### src/rtl/job_sequencer_if.sv
// Bundle of run-control inputs and job-launch outputs shared between the
// job sequencer and the compute engine / run controller around it.
interface job_sequencer_if #(
  parameter int AXI_ADDR_WIDTH = 32
);
  logic                      BUTTON;
  logic                      ABORT;
  logic                      IDLE;
  logic [AXI_ADDR_WIDTH-1:0] STR_ADDR;
  logic [AXI_ADDR_WIDTH-1:0] OUT_ADDR;
  logic                      START;
  logic                      BUSY;
  logic [7:0]                JOB_INDEX;
  logic [15:0]               JOBS_DONE;
  logic                      TIMEOUT_ERR;

  // Sequencer side: drives job addresses, launch pulse and status.
  modport master (
    input  BUTTON, ABORT, IDLE,
    output STR_ADDR, OUT_ADDR, START, BUSY, JOB_INDEX, JOBS_DONE, TIMEOUT_ERR
  );

  // Engine / controller side: drives run request, abort and engine idle flag.
  modport slave (
    output BUTTON, ABORT, IDLE,
    input  STR_ADDR, OUT_ADDR, START, BUSY, JOB_INDEX, JOBS_DONE, TIMEOUT_ERR
  );
endinterface

### src/rtl/job_sequencer.sv
// Job sequencer: on a (synchronised) button press it launches NUM_JOBS jobs
// back to back on an external engine, stepping string/output addresses by a
// fixed stride per job, with a per-job watchdog and a synchronous abort.
module job_sequencer #(
  parameter int          AXI_ADDR_WIDTH = 32,
  parameter int          NUM_JOBS       = 4,
  parameter logic [31:0] STR_BASE       = 32'hC000_0000,
  parameter logic [31:0] OUT_BASE       = 32'hC000_0100,
  parameter logic [31:0] STR_STRIDE     = 32'h0000_1000,
  parameter logic [31:0] OUT_STRIDE     = 32'h0000_1000,
  parameter int          TIMEOUT_CYCLES = 1_000_000
) (
  input logic          clk,
  input logic          resetn,
  job_sequencer_if.master bus
);

  localparam int WD_W = $clog2(TIMEOUT_CYCLES);
  localparam logic [WD_W-1:0]           WD_LAST  = WD_W'(TIMEOUT_CYCLES - 1);
  localparam logic [7:0]                LAST_JOB = 8'(NUM_JOBS - 1);
  localparam logic [AXI_ADDR_WIDTH-1:0] STR_BASE_A   = AXI_ADDR_WIDTH'(STR_BASE);
  localparam logic [AXI_ADDR_WIDTH-1:0] OUT_BASE_A   = AXI_ADDR_WIDTH'(OUT_BASE);
  localparam logic [AXI_ADDR_WIDTH-1:0] STR_STRIDE_A = AXI_ADDR_WIDTH'(STR_STRIDE);
  localparam logic [AXI_ADDR_WIDTH-1:0] OUT_STRIDE_A = AXI_ADDR_WIDTH'(OUT_STRIDE);

  typedef enum logic [1:0] {
    S_IDLE,
    S_LAUNCH,
    S_WAIT_ACK,
    S_WAIT_DONE
  } state_t;

  // Button synchroniser and edge detector
  logic [1:0] sync_reg;
  logic [1:0] valid_reg;
  logic       prev_reg;
  logic       button_rise;

  // Sequencer state and registered outputs
  state_t                    state_reg, state_next;
  logic [WD_W-1:0]           wd_reg, wd_next;
  logic [AXI_ADDR_WIDTH-1:0] str_addr_reg, str_addr_next;
  logic [AXI_ADDR_WIDTH-1:0] out_addr_reg, out_addr_next;
  logic                      start_reg, start_next;
  logic                      busy_reg, busy_next;
  logic [7:0]                job_index_reg, job_index_next;
  logic [15:0]               jobs_done_reg, jobs_done_next;
  logic                      timeout_err_reg, timeout_err_next;

  // Two-flop synchroniser plus edge history. valid_reg marks when sync_reg[1]
  // holds a real sample; until then prev_reg is kept high so a button held
  // through reset release is not mistaken for a fresh press.
  always_ff @(posedge clk or negedge resetn) begin
    if (!resetn) begin
      sync_reg  <= 2'b00;
      valid_reg <= 2'b00;
      prev_reg  <= 1'b1;
    end else begin
      sync_reg  <= {sync_reg[0], bus.BUTTON};
      valid_reg <= {valid_reg[0], 1'b1};
      prev_reg  <= valid_reg[1] ? sync_reg[1] : 1'b1;
    end
  end

  assign button_rise = sync_reg[1] & ~prev_reg;

  // State and output registers
  always_ff @(posedge clk or negedge resetn) begin
    if (!resetn) begin
      state_reg       <= S_IDLE;
      wd_reg          <= '0;
      str_addr_reg    <= STR_BASE_A;
      out_addr_reg    <= OUT_BASE_A;
      start_reg       <= 1'b0;
      busy_reg        <= 1'b0;
      job_index_reg   <= 8'd0;
      jobs_done_reg   <= 16'd0;
      timeout_err_reg <= 1'b0;
    end else begin
      state_reg       <= state_next;
      wd_reg          <= wd_next;
      str_addr_reg    <= str_addr_next;
      out_addr_reg    <= out_addr_next;
      start_reg       <= start_next;
      busy_reg        <= busy_next;
      job_index_reg   <= job_index_next;
      jobs_done_reg   <= jobs_done_next;
      timeout_err_reg <= timeout_err_next;
    end
  end

  // Next-state and output logic; abort beats completion, completion beats timeout
  always_comb begin
    state_next       = state_reg;
    wd_next          = wd_reg;
    str_addr_next    = str_addr_reg;
    out_addr_next    = out_addr_reg;
    start_next       = 1'b0;
    busy_next        = busy_reg;
    job_index_next   = job_index_reg;
    jobs_done_next   = jobs_done_reg;
    timeout_err_next = timeout_err_reg;

    case (state_reg)
      S_IDLE: begin
        if (button_rise) begin
          state_next       = S_LAUNCH;
          job_index_next   = 8'd0;
          str_addr_next    = STR_BASE_A;
          out_addr_next    = OUT_BASE_A;
          busy_next        = 1'b1;
          timeout_err_next = 1'b0;
        end
      end

      S_LAUNCH: begin
        if (bus.ABORT) begin
          state_next = S_IDLE;
          busy_next  = 1'b0;
        end else begin
          start_next = 1'b1;
          wd_next    = '0;
          state_next = S_WAIT_ACK;
        end
      end

      S_WAIT_ACK: begin
        if (bus.ABORT) begin
          state_next = S_IDLE;
          busy_next  = 1'b0;
        end else if (wd_reg == WD_LAST) begin
          timeout_err_next = 1'b1;
          busy_next        = 1'b0;
          state_next       = S_IDLE;
        end else begin
          wd_next = wd_reg + 1'b1;
          // IDLE still high here means the engine has not picked the job up yet
          if (!bus.IDLE) begin
            state_next = S_WAIT_DONE;
          end
        end
      end

      S_WAIT_DONE: begin
        if (bus.ABORT) begin
          state_next = S_IDLE;
          busy_next  = 1'b0;
        end else if (bus.IDLE) begin
          if (jobs_done_reg != 16'hFFFF) begin
            jobs_done_next = jobs_done_reg + 16'd1;
          end
          if (job_index_reg == LAST_JOB) begin
            busy_next  = 1'b0;
            state_next = S_IDLE;
          end else begin
            job_index_next = job_index_reg + 8'd1;
            str_addr_next  = str_addr_reg + STR_STRIDE_A;
            out_addr_next  = out_addr_reg + OUT_STRIDE_A;
            state_next     = S_LAUNCH;
          end
        end else if (wd_reg == WD_LAST) begin
          timeout_err_next = 1'b1;
          busy_next        = 1'b0;
          state_next       = S_IDLE;
        end else begin
          wd_next = wd_reg + 1'b1;
        end
      end

      default: begin
        state_next = S_IDLE;
        busy_next  = 1'b0;
      end
    endcase
  end

  assign bus.STR_ADDR    = str_addr_reg;
  assign bus.OUT_ADDR    = out_addr_reg;
  assign bus.START       = start_reg;
  assign bus.BUSY        = busy_reg;
  assign bus.JOB_INDEX   = job_index_reg;
  assign bus.JOBS_DONE   = jobs_done_reg;
  assign bus.TIMEOUT_ERR = timeout_err_reg;

endmodule

### src/flat_wrapper.sv
// flat-port wrapper written by rule: the top's interface ports become plain ports
module job_sequencer_flat 
#(
  parameter int          AXI_ADDR_WIDTH = 32,
  parameter int          NUM_JOBS       = 4,
  parameter logic [31:0] STR_BASE       = 32'hC000_0000,
  parameter logic [31:0] OUT_BASE       = 32'hC000_0100,
  parameter logic [31:0] STR_STRIDE     = 32'h0000_1000,
  parameter logic [31:0] OUT_STRIDE     = 32'h0000_1000,
  parameter int          TIMEOUT_CYCLES = 1_000_000
)
  (clk, resetn, bus_BUTTON, bus_ABORT, bus_IDLE, bus_STR_ADDR, bus_OUT_ADDR, bus_START, bus_BUSY, bus_JOB_INDEX, bus_JOBS_DONE, bus_TIMEOUT_ERR);
  job_sequencer_if #(.AXI_ADDR_WIDTH(AXI_ADDR_WIDTH)) bus_i ();
  input logic clk;
  input logic resetn;
  input wire logic [$bits(bus_i.BUTTON)-1:0] bus_BUTTON;
  input wire logic [$bits(bus_i.ABORT)-1:0] bus_ABORT;
  input wire logic [$bits(bus_i.IDLE)-1:0] bus_IDLE;
  output wire logic [$bits(bus_i.STR_ADDR)-1:0] bus_STR_ADDR;
  output wire logic [$bits(bus_i.OUT_ADDR)-1:0] bus_OUT_ADDR;
  output wire logic [$bits(bus_i.START)-1:0] bus_START;
  output wire logic [$bits(bus_i.BUSY)-1:0] bus_BUSY;
  output wire logic [$bits(bus_i.JOB_INDEX)-1:0] bus_JOB_INDEX;
  output wire logic [$bits(bus_i.JOBS_DONE)-1:0] bus_JOBS_DONE;
  output wire logic [$bits(bus_i.TIMEOUT_ERR)-1:0] bus_TIMEOUT_ERR;
  assign bus_i.BUTTON = bus_BUTTON;
  assign bus_i.ABORT = bus_ABORT;
  assign bus_i.IDLE = bus_IDLE;
  assign bus_STR_ADDR = bus_i.STR_ADDR;
  assign bus_OUT_ADDR = bus_i.OUT_ADDR;
  assign bus_START = bus_i.START;
  assign bus_BUSY = bus_i.BUSY;
  assign bus_JOB_INDEX = bus_i.JOB_INDEX;
  assign bus_JOBS_DONE = bus_i.JOBS_DONE;
  assign bus_TIMEOUT_ERR = bus_i.TIMEOUT_ERR;
  job_sequencer #(.AXI_ADDR_WIDTH(AXI_ADDR_WIDTH), .NUM_JOBS(NUM_JOBS), .STR_BASE(STR_BASE), .OUT_BASE(OUT_BASE), .STR_STRIDE(STR_STRIDE), .OUT_STRIDE(OUT_STRIDE), .TIMEOUT_CYCLES(TIMEOUT_CYCLES)) u_core (.clk(clk), .resetn(resetn), .bus(bus_i));
endmodule
### config.mk
export PLATFORM = sky130hd
export DESIGN_NAME = job_sequencer_flat
export DESIGN_NICKNAME = d
export VERILOG_FILES = /design/src/rtl/job_sequencer_if.sv /design/src/rtl/job_sequencer.sv /design/src/flat_wrapper.sv
export SDC_FILE = /design/constraint.sdc
export NUM_CORES = 1
export LEC_CHECK = 0
export CAP_MARGIN = 20
export CORE_UTILIZATION = 50
export CTS_BUF_LIST = sky130_fd_sc_hd__clkbuf_4 sky130_fd_sc_hd__clkbuf_8
export DETAILED_ROUTE_END_ITERATION = 6
export PLACE_DENSITY = 0.81
export SYNTH_ARGS = -nofsm -noshare
export SYNTH_HDL_FRONTEND = slang
export SYNTH_SLANG_ARGS = --single-unit
### constraint.sdc
create_clock -name clk -period 5.1 [get_ports clk]
set_input_delay 1.02 -clock clk [delete_from_list [all_inputs] [get_ports clk]]
set_output_delay 1.02 -clock clk [all_outputs]
set_load 0.005 [all_outputs]
After elaboration in Yosys (flattened, before gate mapping)

Index checks and enable logic that the tools add are counted.

Muxes and demuxes: 48
Reductions and logical operators: 10
Bitwise gates (word level): 3
Add/sub/neg operators: 5
Eq/ne operators: 17

Operator list:

| operator                                                         | count |
|---|---|
| 32-bit 2-to-1 mux                                                | 8 |
| 32-bit case mux with 2 select lines                              | 2 |
| 20-bit 2-to-1 mux                                                | 5 |
| 32-bit by 13-bit adder with 32-bit output, second input constant | 2 |
| 20-bit case mux with 3 select lines                              | 1 |
| 8-bit 2-to-1 mux                                                 | 4 |
| 20-bit by 1-bit adder with 20-bit output, second input constant  | 1 |
| 20-bit == test, second input constant                            | 1 |
| 16-bit by 1-bit adder with 16-bit output, second input constant  | 1 |
| 1-bit 2-to-1 mux                                                 | 16 |
| 2-bit 2-to-1 mux                                                 | 8 |
| 16-bit != test, second input constant                            | 1 |
| 8-bit case mux with 2 select lines                               | 1 |
| 5-bit AND reduction                                              | 3 |
| 2-bit != test, second input constant                             | 7 |
| 4-bit by 3-bit != test with 1-bit output, second input constant  | 3 |
| 8-bit by 1-bit adder with 8-bit output, second input constant    | 1 |
| 8-bit by 2-bit == test with 1-bit output, second input constant  | 1 |
| 2-bit case mux with 4 select lines                               | 1 |
| 3-bit AND reduction                                              | 2 |
| 3-bit nonzero test                                               | 2 |
| 2-bit == test, second input constant                             | 2 |
| 1-bit case mux with 4 select lines                               | 1 |
| 4-bit AND reduction                                              | 1 |
| other kinds (7)                                                  | 8 |

Input bits: 5
Logic and storage cells: 95
Bits in registers: 118

Longest topological paths before layout

Depth after elaboration: 5
Mapped depth: 8
Gate-level depth less buffers: 6

Worst setup path before layout

No wires, ideal clock.

Path type: input to register
Start point: input bus_ABORT
End point: register u_core.str_addr_reg[28], in the netlist u_core.bus.STR_ADDR[28]
Setup time: 0.132 ns
Stages: 7
Required time: 4.968 ns
Arrival time: 2.450 ns
Path slack: 2.518 ns
Path through: and4b_1 > clkbuf_1 > o41ai_1 > clkbuf_1 > a2111oi_0 > xnor2_1 > nor2_1

Longest elaborated chain between the ends: 2

Ends and longest elaborated chain:

| element                       | line                | text |
|---|---|---|
| start, declared               | flat_wrapper.sv:17  | `input wire logic [$bits(bus_i.ABORT)-1:0] bus_ABORT;` |
| 2-bit != test (no line)       | --                  |  |
| 5-bit AND reduction (no line) | --                  |  |
| end signal, assigned          | job_sequencer.sv:82 | `str_addr_reg <= str_addr_next;` |
| end, declared                 | job_sequencer.sv:42 | `logic [AXI_ADDR_WIDTH-1:0] str_addr_reg, str_addr_next;` |

Every way passes these cells.
A chain may end at the register's enable or synchronous reset.

Final worst setup path

Start point: input bus_ABORT
End point: register u_core.out_addr_reg[27], in the netlist u_core.bus.OUT_ADDR[27]

Longest elaborated chain between the ends: 2

Ends and longest elaborated chain:

| element                       | line                | text |
|---|---|---|
| 2-bit != test (no line)       | --                  |  |
| 5-bit AND reduction (no line) | --                  |  |
| end signal, assigned          | job_sequencer.sv:83 | `out_addr_reg <= out_addr_next;` |
| end, declared                 | job_sequencer.sv:43 | `logic [AXI_ADDR_WIDTH-1:0] out_addr_reg, out_addr_next;` |

Every way passes these cells.

==> results.yml <==
worst_setup_path:
  r2r-start: "u_core.state_reg[1]$_DFFE_PN0P_"
  cp_data_required_time_ns: 5.39
  arrival_ns: 3.52
  worstPathCellList: "clkdlybuf4s50_1 > and4b_1 > o41a_1 > o2111ai_1 > or3_1 > a21oi_1"
  worstPathMaxFanout: 11
  crit_path_start: "bus_ABORT"
  cp-end-kind: "register"
  slowest_stage: "o41a_1"
  worstSetupStartpointType: "primary input"
  r2r_cells: 5
  max_stage_delay_ns: 0.52
  critPathKind: "primary input to register"
  regToRegSetupSlack_ns: 2.41
  r2r_end: "u_core.bus.OUT_ADDR[27]$_DFFE_PN0P_"
route:
  num_vias: 3858
  drt_wl_total_um: 10400
  drc: 0
  wl_per_cell_um: 14.8
  antenna_left: 0
  drtPass1Iterations: 4
  dr.first_iter.drc_count: 163
  vias_per_cell: 5.51
global_route:
  grt_pass1_vias: 3634
  grt.overflow.total: 0
  grt_use_total_pct: 21.9
  antenna_found_initial: 0
  grt_max_degree: 56
  grt_pass1_wl_um: 17400
sta:
  min_period_ns: 3.23
  timing.fmax_mhz: 310
  setup_violations: 0
  worst_pin_slew_ns: 0.970
  rsz0062_at_grt: "false"
  maxSlewViolCount: 0
  slew_headroom_pct: 34.7
  fin_skew_ns: 0.0105
  period_share_pct: 63.3
  final.setup.tns_ns: 0
  hold_viol_final: 0
die:
  core_um2: 9330
  die_x_um: 101
  die_y_um: 101
  die_area_um2: 10200
  io_pins: 96
  start_util_pct: 52.3
  rows: 35
cells_and_area:
  nets: 576
  drive_above_1_share_pct: 5.95
  final_common_cell: "dfrtp_1"
  final_util_pct: 62.9
  n_antenna_cell: 0
  final_cell_mix: "89 x dfrtp_1, 71 x clkdlybuf4s50_1, 62 x nor2_1, 40 x xor2_1, 36 x nand2_1"
  largest_reg_flops: 21
  syn2layout_area_growth_pct: 20.2
cts:
  cts.sink_count: 95
  numCtsBuffers: 9
  htree_levels: 3
  clk_path_buf_depth: 2
  cts_resized: 0
  post-cts-setup-buffers: 0
  path_clk_slew_ns: 0.09
  cts-root-buf: "clkbuf_8"
  hold_buffers: 0
  cts_tree: "built"
  clk_latency_ns: 0.36
placed_design:
  place.gp.congestion: 0.882
  dp.final_hpwl_um: 7260
  numPortBuffers: 72
synth:
  synth_area_um2: 4880
  synthSimpleGateAreaFrac_pct: 21.9
  ys_warn_count: 0
  seq_area_frac_synth_pct: 48.9
  ys.flop_type: "dfrtp_1"
  synthXorXnorAreaFrac_pct: 11.5
  netlist_instances: 501
  muxShareOfSynthArea_pct: 0.410
  synthDistinctLibCells: 48
  synth_top_family_by_area: "simple AND/OR/NAND/NOR gates"
  synth_edf_count: 0
  synthAdderAreaFrac_pct: 1.28
  syn_area_per_cell_um2: 9.74
  async_flop_share_pct: 100
  ys_ff_latch: 95
  synth_compound_area_share_pct: 10.0
pwr:
  leakagePower_nw: 2.51
  p_per_area_nw_per_um2: 288
  peakVddDrop_uv: 213
worst_hold_path:
  hold_path_class: "register to register"
  holdPathEnd: "u_core.valid_reg[1]$_DFF_PN0_"
  worstHoldPathCells: 0
  worstHoldStart: "u_core.valid_reg[0]$_DFF_PN0_"
run_status:
  status: "finished clean"
flow_run:
  drv_cap: 0
==> critical path, delay by kind of cell <==
kind | cells | cell delay [ns]
buffers and inverters | 1 | 0.47
AOI/OAI and AO/OA | 3 | 1.08
and+or+nand+nor | 2 | 0.95
==> cells in the mapped netlist (all sizes together), types with 2 or more instances <==
| library cell | count | area share [%] |
|---|---|---|
| and2 | 5 | 0.64 |
| conb | 2 | 0.15 |
| nand4 | 21 | 2.7 |
| nor2b | 2 | 0.41 |
| or4 | 3 | 0.46 |
| clkbuf | 18 | 1.4 |
| o211ai | 4 | 0.62 |
| nand3 | 25 | 2.6 |
| nor2 | 62 | 4.8 |
| a21oi | 14 | 1.4 |
| and3 | 11 | 1.4 |
| xor2 | 40 | 7.2 |
| o21a | 2 | 0.31 |
| nand3b | 2 | 0.56 |
| or3 | 10 | 1.3 |
| ha | 5 | 1.3 |
| nor4 | 4 | 0.51 |
| a2111oi | 6 | 1.1 |
| o2111ai | 14 | 2.5 |
| mux2i | 2 | 0.41 |
| nand2 | 36 | 2.8 |
| buf | 27 | 3.9 |
| dfstp | 6 | 3.2 |
| nor3 | 9 | 0.92 |
| dfrtp | 89 | 46 |
| o21ai | 27 | 2.8 |
| xnor2 | 24 | 4.3 |
| and4 | 6 | 1.1 |
| and4b | 2 | 0.41 |
| nand2b | 2 | 0.26 |
| inv | 7 | 0.54 |
| nor4b | 2 | 0.36 |
==> stage by stage <==
| step | setup WS [ns] | hold slack, ns | power (W) | std cells | cell area [um^2] |
|---|---|---|---|---|---|
| after floorplan | 2.52 | 0.331 | 0.00101 | 523 | 4960 |
| after global placement | 1.68 | 0.334 | 0.00112 | 684 | 5630 |
| after detailed placement | 1.54 | 0.336 | 0.00113 | 684 | 5630 |
| after CTS | 1.90 | 0.355 | 0.00170 | 700 | 5870 |
| after global routing | 1.69 | 0.366 | 0.00177 | 700 | 5870 |
| final | 1.87 | 0.356 | 0.00169 | 700 | 5870 |
==> worst max path at each step <==
stage                                     endpoint  slack (ns)  cells after the start
6_report       u_core.bus.OUT_ADDR[27]$_DFFE_PN0P_        1.87                      6
5_1_grt        u_core.bus.OUT_ADDR[27]$_DFFE_PN0P_        1.69                      6
3_3_place_gp   u_core.bus.OUT_ADDR[27]$_DFFE_PN0P_        1.68                      6
3_5_place_dp   u_core.bus.OUT_ADDR[27]$_DFFE_PN0P_        1.54                      6
2_1_floorplan  u_core.bus.STR_ADDR[28]$_DFFE_PN0P_        2.52                      7
4_1_cts        u_core.bus.OUT_ADDR[27]$_DFFE_PN0P_        1.90                      6
==> cells by family after synthesis <==
logic type,count (synthesis)
mux,2
flops,95
compound gates,74
xor+xnor,64
simple gates,207
buf+inv,52
fa+ha+maj,5
other cells,2
==> per-layer routing <==
metal  share of wire (%)  vias up  global-route usage, %
met5                   0        -                      0
met2                  50       80                   36.2
li1                    -     1859                      -
met4                0.95        0                   6.02
met3                 3.7       10                   4.44
met1                  45     1909                   29.4
==> power breakdown <==
group | leakage [nW] | internal, W | switching [W]
combinational | 1.11 | 0.000113 | 0.000126
sequential | 1.28 | 0.000803 | 0.0000751
clock | 0.117 | 0.000310 | 0.000261
==> cell type report <==
cell class	count	area, um^2
Multi-Input combinational cell	376	2300
Timing Repair Buffer	77	756
Sequential cell	95	2380
Inverter	7	26.3
Clock inverter	4	76.3
Clock buffer	12	159
Fill cell	790	3460
Tap cell	129	161
Note: power is estimated with default switching activity, not from simulation.
